<file path="src/rtl/ws2812_rx.sv">
// ws2812_rx: decodes a WS2812 single-wire stream into GRB pixel words and detects the frame latch gap.
module ws2812_rx #(
  parameter int CLOCK_FREQUENCY = 100000000,
  parameter int LATCH_US        = 40
) (
  input  logic        i_Clock,
  input  logic        i_Reset,
  input  logic        i_Data,
  output logic [23:0] o_Data,
  output logic        o_Data_Valid,
  output logic [7:0]  o_Pixel_Index,
  output logic        o_Frame_Done,
  output logic [8:0]  o_Pixel_Count,
  output logic        o_Error,
  output logic        o_Busy
);
  localparam int T_MIN = CLOCK_FREQUENCY / 6666667;
  localparam int T_ONE = CLOCK_FREQUENCY / 1600000;
  localparam int T_MAX = CLOCK_FREQUENCY / 1000000;
  localparam int T_LAT = CLOCK_FREQUENCY / 1000000 * LATCH_US;
  localparam int HW = $clog2(T_MAX + 2);
  localparam int LW = $clog2(T_LAT + 1);
  localparam logic [HW-1:0] H_MIN = HW'(T_MIN);
  localparam logic [HW-1:0] H_ONE = HW'(T_ONE);
  localparam logic [HW-1:0] H_MAX = HW'(T_MAX);
  localparam logic [LW-1:0] L_LAT = LW'(T_LAT);

  typedef enum logic [1:0] {SYNC, IDLE, HIGH, LOW} state_t;

  state_t state_q, state_d;
  logic s1_q, s2_q, s3_q;
  logic rise, fall, bit_in;
  logic [HW-1:0] hcnt_q, hcnt_d;
  logic [LW-1:0] lcnt_q, lcnt_d;
  logic [22:0] sr_q, sr_d;
  logic [23:0] shifted;
  logic [4:0] bcnt_q, bcnt_d;
  logic [8:0] pcnt_q, pcnt_d, cnt_q, cnt_d;
  logic [23:0] data_q, data_d;
  logic [7:0] idx_q, idx_d;
  logic valid_q, valid_d, done_q, done_d, err_q, err_d;

  always_ff @(posedge i_Clock) begin
    if (i_Reset) begin
      state_q <= SYNC;
      s1_q    <= 1'b0;
      s2_q    <= 1'b0;
      s3_q    <= 1'b0;
      hcnt_q  <= '0;
      lcnt_q  <= '0;
      sr_q    <= '0;
      bcnt_q  <= '0;
      pcnt_q  <= '0;
      cnt_q   <= '0;
      data_q  <= '0;
      idx_q   <= '0;
      valid_q <= 1'b0;
      done_q  <= 1'b0;
      err_q   <= 1'b0;
    end else begin
      state_q <= state_d;
      s1_q    <= i_Data;
      s2_q    <= s1_q;
      s3_q    <= s2_q;
      hcnt_q  <= hcnt_d;
      lcnt_q  <= lcnt_d;
      sr_q    <= sr_d;
      bcnt_q  <= bcnt_d;
      pcnt_q  <= pcnt_d;
      cnt_q   <= cnt_d;
      data_q  <= data_d;
      idx_q   <= idx_d;
      valid_q <= valid_d;
      done_q  <= done_d;
      err_q   <= err_d;
    end
  end

  // Counters clear while the other level is present, so the first clock of a level counts as 1.
  always_comb begin
    rise    = s2_q & ~s3_q;
    fall    = ~s2_q & s3_q;
    hcnt_d  = !s2_q ? '0 : (&hcnt_q ? hcnt_q : hcnt_q + HW'(1));
    lcnt_d  = s2_q ? '0 : (&lcnt_q ? lcnt_q : lcnt_q + LW'(1));
    bit_in  = hcnt_q >= H_ONE;
    shifted = {sr_q, bit_in};
    state_d = state_q;
    sr_d    = sr_q;
    bcnt_d  = bcnt_q;
    pcnt_d  = pcnt_q;
    cnt_d   = cnt_q;
    data_d  = data_q;
    idx_d   = idx_q;
    valid_d = 1'b0;
    done_d  = 1'b0;
    err_d   = 1'b0;
    case (state_q)
      SYNC: begin
        bcnt_d  = '0;
        pcnt_d  = '0;
        state_d = lcnt_q >= L_LAT ? IDLE : SYNC;
      end
      IDLE: state_d = rise ? HIGH : IDLE;
      HIGH: begin
        if (hcnt_q > H_MAX) begin
          err_d   = 1'b1;
          state_d = SYNC;
        end else if (fall && hcnt_q < H_MIN) begin
          err_d   = 1'b1;
          state_d = SYNC;
        end else if (fall) begin
          state_d = LOW;
          sr_d    = shifted[22:0];
          bcnt_d  = bcnt_q == 5'd23 ? 5'd0 : bcnt_q + 5'd1;
          if (bcnt_q == 5'd23) begin
            data_d  = shifted;
            valid_d = 1'b1;
            idx_d   = pcnt_q[8] ? 8'hFF : pcnt_q[7:0];
            pcnt_d  = &pcnt_q ? pcnt_q : pcnt_q + 9'd1;
          end
        end
      end
      LOW: begin
        if (rise) begin
          state_d = HIGH;
        end else if (lcnt_q >= L_LAT) begin
          done_d  = 1'b1;
          cnt_d   = pcnt_q;
          err_d   = bcnt_q != 5'd0;
          bcnt_d  = '0;
          pcnt_d  = '0;
          state_d = IDLE;
        end
      end
      default: state_d = SYNC;
    endcase
  end

  assign o_Data        = data_q;
  assign o_Data_Valid  = valid_q;
  assign o_Pixel_Index = idx_q;
  assign o_Frame_Done  = done_q;
  assign o_Pixel_Count = cnt_q;
  assign o_Error       = err_q;
  assign o_Busy        = state_q == HIGH || state_q == LOW;
endmodule

</file>
<file path="config.mk">
export PLATFORM = sky130hd
export DESIGN_NAME = ws2812_rx
export DESIGN_NICKNAME = d
export VERILOG_FILES = /design/src/rtl/ws2812_rx.sv
export SDC_FILE = /design/constraint.sdc
export NUM_CORES = 1
export LEC_CHECK = 0
export BUFFER_PORTS_ARGS = -buffer_cell sky130_fd_sc_hd__clkbuf_2
export CAP_MARGIN = 10
export CORE_MARGIN = 5
export CORE_UTILIZATION = 50
export CTS_CLUSTER_SIZE = 10
export DETAILED_ROUTE_END_ITERATION = 6
export PLACE_DENSITY = 0.74
export SYNTH_ARGS = -nofsm -noshare
export SYNTH_HDL_FRONTEND = slang
export SYNTH_SLANG_ARGS = --single-unit
</file>
<file path="constraint.sdc">
create_clock -name i_Clock -period 2.6 [get_ports i_Clock]
set_input_delay 0.52 -clock i_Clock [delete_from_list [all_inputs] [get_ports i_Clock]]
set_output_delay 0.52 -clock i_Clock [all_outputs]
set_load 0.005 [all_outputs]
</file>
==> flow_summary.toml, run 1 <==
[status]
status = "completed"

[layout]
syn_to_final_growth_pct = 11.43
n_antenna_cell = 0
fin_nets = 537
num-fill-cells = 759
drive_gt1_frac = 0.1488
final_core_util = 0.5761

[floorplanning]
io_pins = 48
rows = 33
core_sq_um = 8299
start_util = 0.5170
dieArea_sq_um = 10530
die_y_um = 102.6
die_x_um = 102.6

[logic_synthesis]
yosysTopAreaCellShare = 0.4899
yosysMostFrequentCell = "dfxtp_1"
synth.avg_cell_area_sq_um = 8.756
yosys_register_bits = 105
synth_cells = 490
yosys-top-cells-area = "dfxtp_1 (49%), nand2_1 (7.0%), nor2_1 (5.9%), mux2i_1 (5.8%), a21oi_1 (4.5%)"
synth_warnings = 0
synth_edf_count = 0
synth_cell_type_count = 53
syn-num-nets = 501
yosysSeqAreaShare = 0.4899
synthTopCellsByCount = "dfxtp_1 (105), nand2_1 (80), nor2_1 (68)"
syn-cell-area_sq_um = 4290
synth_top_area_cell = "dfxtp_1"
async_flop_share = 0
synth-main-ff-cell = "dfxtp_1"

[power]
internal_power_uw = 1996
p_per_area_nw_per_um2 = 546.6
pwr-share-clk = 0.364
p_switching_uw = 617.6
leakage_uw = 0.001772
combinationalPowerShare = 0.016
p_seq_frac = 0.620
switching_share = 0.2363
peakVddDrop_uv = 320.4

[placement]
place.gp.congestion = 0.8227
dpl.hpwl_um = 5851
portBuffers = 47

[setup_path]
ff2ff_setup_slack_ns = 0.44
crit_path_frequent_cell = "ha_1"
cp_slowest_stage_delay_ns = 0.37
crit_chain = "ha_1 -> and3_1 -> nand3_1 -> nor2_1 -> ha_1 -> nor3_1 -> a2bb2oi_2 -> a21oi_2 -> o22a_1"
crit_arrival_ns = 2.42
r2r_end = "pcnt_q[7]$_SDFFE_PP0P_"
critPathRequiredTime_ns = 2.85
start_kind = "flop"
worst-setup-path-type = "flop to flop"
end_kind = "flop"
r2r_cells = 9
cp_slowest_cell = "dfxtp_1"
crit_fanout = 7
r2r-start = "pcnt_q[0]$_SDFFE_PP0P_"

[global_route]
antenna_found_initial = 0
grt_pass1_vias = 3269
grt_pass1_wl_um = 14680
gr-total-overflow = 0
grt_use_total = 0.1694
grt_max_degree = 83

[sta]
fin_skew_ns = 0.01728
setup-tns-final_ns = 0
tightest_slew_ns = 0.8075
rsz0062_at_grt = "false"
fin_crit_sh = 0.8325
timing.fmax_mhz = 462.0
hold_violations = 0
hold_slack_ns = 0.3797
setup_viol = 0
drv_slew = 0
relSlewSlack = 0.4617
period_needed_ns = 2.164

[clocking]
clockRootBuffer = "clkbuf_8"
clock_latency_ns = 0.36
cts.reportedPaths.clkPinSlew_ns = 0.10
cts_buffers = 9
holdBufCountCts = 0
cts_resized = 0
htree_levels = 3
tritoncts = "built"
cts_setup_buffers = 0
cts_max_path_buffers = 2
clock-sinks = 105

[job]
max_cap_violations = 0

[min_path]
hold_depth = 2
min_path_type = "input pin to flop"
hp-start = "i_Data"
holdPathEnd = "s1_q$_SDFF_PP0_"

[route]
ant_nets = 0
routed_wl_um = 8503
vias_per_cell = 5.437
via_count = 3458
drt-pass1-iter-count = 4
routedWlPerCell_um = 13.37
remaining_drc_errors = 0
drt_iter0_drc = 162
## critical path, delay by kind of cell, from the launching register on
family	cells	cell delay, ns
AO/OA/AOI/OAI	3	0.64
adder cells (fa/ha/maj)	2	0.43
flip-flops	1	0.37
AND/OR/NAND/NOR	4	0.63
## state kept, by name, summed over array words and instances, names as in the netlist
register / cells
s2_q: 1
o_Error: 1
o_Frame_Done: 1
o_Data: 24
s3_q: 1
bcnt_q: 5
o_Pixel_Count: 9
o_Data_Valid: 1
pcnt_q: 9
s1_q: 1
lcnt_q: 12
hcnt_q: 7
sr_q: 23
o_Pixel_Index: 8
state_q: 2
## power by group through the flow
stage	Sequential [uW]	Combinational, uW	Clock [uW]
after floorplan	1660	34.5	0
after global placement	1660	41.7	0
after detailed placement	1660	42.5	0
after CTS	1620	42.7	979
after global routing	1620	48.6	1050
final	1620	42.3	950
## per-stage QoR
step | setup WS, ns | cells | total power (uW) | cell area, sq um
2_1_floorplan | 0.6538 | 490 | 1691 | 4290
3_3_place_gp | 0.5294 | 620 | 1699 | 4593
3_5_place_dp | 0.4481 | 620 | 1700 | 4593
4_1_cts | 0.4314 | 636 | 2642 | 4781
5_1_grt | 0.2632 | 636 | 2726 | 4781
6_report | 0.4356 | 636 | 2613 | 4781
## how the worst max path moves through the flow
stage	endpoint	slack (ns)	cells after the start	start
6_report	pcnt_q[7]$_SDFFE_PP0P_	0.44	9	pcnt_q[0]$_SDFFE_PP0P_
5_1_grt	pcnt_q[7]$_SDFFE_PP0P_	0.26	9	pcnt_q[0]$_SDFFE_PP0P_
3_3_place_gp	pcnt_q[0]$_SDFFE_PP0P_	0.53	9	pcnt_q[0]$_SDFFE_PP0P_
2_1_floorplan	pcnt_q[1]$_SDFFE_PP0P_	0.65	9	pcnt_q[0]$_SDFFE_PP0P_
4_1_cts	o_Data[6]$_SDFFE_PP0P_	0.43	6	bcnt_q[1]$_SDFFE_PP0P_
3_5_place_dp	o_Data[6]$_SDFFE_PP0P_	0.45	6	bcnt_q[1]$_SDFFE_PP0P_
## cells in the final DEF, fill, tap and decap left out, drive strengths merged, types with 7 or more instances in the layout
cell type,synthesis,final
a211oi,12,12
a21oi,40,40
and3,13,13
clkbuf,17,57
dfxtp,105,105
ha,8,8
inv,10,13
mux2i,25,25
nand2,80,80
nand3,10,10
nand4,9,9
nor2,68,68
nor3,7,7
o21ai,12,12
xor2,7,7
## metal layers
metal | vias up | GRT usage | part of all wire
li1 | 1766 | - | -
met3 | 10 | 0.02503 | 0.045
met5 | - | 0 | 0
met2 | 74 | 0.2771 | 0.46
met4 | 0 | 0.06155 | 0.013
met1 | 1608 | 0.2280 | 0.48
## cell type report
cell class	instances	area [sq um]	share of cell area
inverters	10	37.54	0.007851
repair buffers	51	277.8	0.05810
multi-input cells	349	2044	0.4276
flip-flops and latches	105	2102	0.4397
clock inverters	6	60.06	0.01256
well taps	105	131.4	0.02748
clock buffers	10	127.6	0.02669
## logic make-up (layout without fill, tap and decap cells)
group	count (synthesis)	in the layout	synth area share
XOR/XNOR	9	9	0.01837
multiplexers	25	25	0.05833
adder cells (fa/ha/maj)	8	8	0.02333
AO/OA/AOI/OAI	94	94	0.1435
flip-flops	105	105	0.4899
buffers and inverters	36	77	0.03675
AND/OR/NAND/NOR	213	213	0.2298
(Power assumes the default switching activity.)
==> run 2: changes to the inputs <==
- PLACE_DENSITY: 0.74 -> 0.77
- clock period: 2.6 -> 1.9 ns (I/O delays scaled with it)
==> flow_summary.toml, run 2 (same netlist as run 1, synthesis figures left out) <==
[layout]
syn_to_final_growth_pct = 21.26
drive_gt1_frac = 0.2335
final_common_cell = "dfxtp_1"
layout_common_cells = "dfxtp_1 (98), nand2_1 (80), nor2_1 (65)"
num-fill-cells = 676
largest_register_ffs = 24
n_antenna_cell = 0
fin_nets = 567
fin_area_sq_um = 5202

[setup_path]
end_kind = "flop"
ff2ff_setup_slack_ns = -0.02
worst-setup-path-type = "flop to flop"
crit_arrival_ns = 2.19
r2r-start = "pcnt_q[1]$_SDFFE_PP0P_"
critPathRequiredTime_ns = 2.17
start_kind = "flop"
crit_path_start = "pcnt_q[1]$_SDFFE_PP0P_"
crit_fanout = 5

[sta]
hold_violations = 0
setup_ws_ns = -0.02400
setup_viol = 4
relSlewSlack = 0.7328
period_needed_ns = 1.924
hold_slack_ns = 0.2296
tightest_slew_ns = 0.3997
fin_crit_sh = 1.013
timing.fmax_mhz = 519.8
drv_slew = 0
rsz0062_at_grt = "true"
fin_skew_ns = 0.008092

[min_path]
min_path_type = "input pin to flop"
hp-start = "i_Data"

[power]
peakVddDrop_uv = 710.0
leakage_uw = 0.001956
p_per_area_nw_per_um2 = 717.3

[global_route]
gr-total-overflow = 0
grt_use_total = 0.1737
grt_max_degree = 83
grt_pass1_vias = 3204
grt_pass1_wl_um = 14850
antenna_found_initial = 0

[status]
violations = "negative setup slack"
status = "finished with violations"

[floorplanning]
core_sq_um = 8299
dieArea_sq_um = 10530
io_pins = 48
rows = 33
start_util = 0.5170
die_x_um = 102.6
die_y_um = 102.6

[clocking]
cts_buffers = 9
tritoncts = "built"
htree_levels = 3
clock_latency_ns = 0.36
cts.reportedPaths.clkPinSlew_ns = 0.10
clockRootBuffer = "clkbuf_8"
clock-sinks = 105
cts_max_path_buffers = 2

[route]
routed_wl_um = 9406
via_count = 3638
ant_nets = 0
drt_iter0_drc = 227
routedWlPerCell_um = 14.12
drt-pass1-iter-count = 4
remaining_drc_errors = 0
vias_per_cell = 5.462

[placement]
placed_cell_area_sq_um = 4788
place.gp.congestion = 0.8433
portBuffers = 47
dpl.hpwl_um = 6160

[job]
max_cap_violations = 0
## run 2: repair_timing
action                                  CTS  global route
endpoints found under the setup margin   11            64
gates cloned                              0             2
hold buffers                              0             0
gates resized for setup                  16            19
pin swaps                                10             7
buffers inserted                          2             4
## run 2: layout make-up
class                           count  area [sq um]  area share
Clock buffer                       10         137.6     0.02646
Clock inverter                      6         75.07     0.01443
Inverter                           10         37.54    0.007215
Multi-Input combinational cell    349          2155      0.4141
Sequential cell                   105          2111      0.4057
Tap cell                          105         131.4     0.02525
Timing Repair Buffer               81         555.5      0.1068
## run 2: worst paths after layout
path                                                 endpoint  cells after the start
worst min register to register  o_Pixel_Count[4]$_SDFFE_PP0P_                      2
worst max-delay path                   pcnt_q[1]$_SDFFE_PP0P_                     10
worst max register to register         pcnt_q[1]$_SDFFE_PP0P_                     10
worst min-delay path                          s1_q$_SDFF_PP0_                      2
## run 2: worst max-delay path, stage by stage, from the launching register on
cell       delay, ns
dfxtp_2         0.35
ha_4            0.15
and3_4          0.18
nand3_2         0.08
nor2_2          0.04
ha_2            0.19
buf_6           0.12
nor3_4          0.14
a2bb2oi_4       0.23
a21boi_1        0.12
o21ba_2         0.22
## run 2: power by group
group          switching, uW  leakage [uW]  internal, uW  total (uW)
combinational           51.9      0.000996          25.8        77.7
sequential              5.35      0.000850          2210        2210
clock                    776      0.000110           666        1440
total                    833       0.00196          2900        3730
## run 2: per-layer routing
metal	wire [um]	track usage	share of wire
met1	4156	0.2249	0.44
met2	4595	0.2815	0.49
met3	545	0.05413	0.058
met4	108	0.04743	0.011
met5	0	0	0
## run 2: metrics by stage
step	util	TNS (ns)	std cells	total power [uW]	setup WS, ns
detailed placement	0.5770	-0.3213	642	2339	-0.04779
global route	0.6269	-0.7175	666	3887	-0.08590
floorplan	-	0	490	2313	0.02573
finish	0.6269	-0.05255	666	3732	-0.02400
CTS	0.6110	-0.01013	660	3767	-0.01013
global placement	0.5770	0	642	2337	0.03305
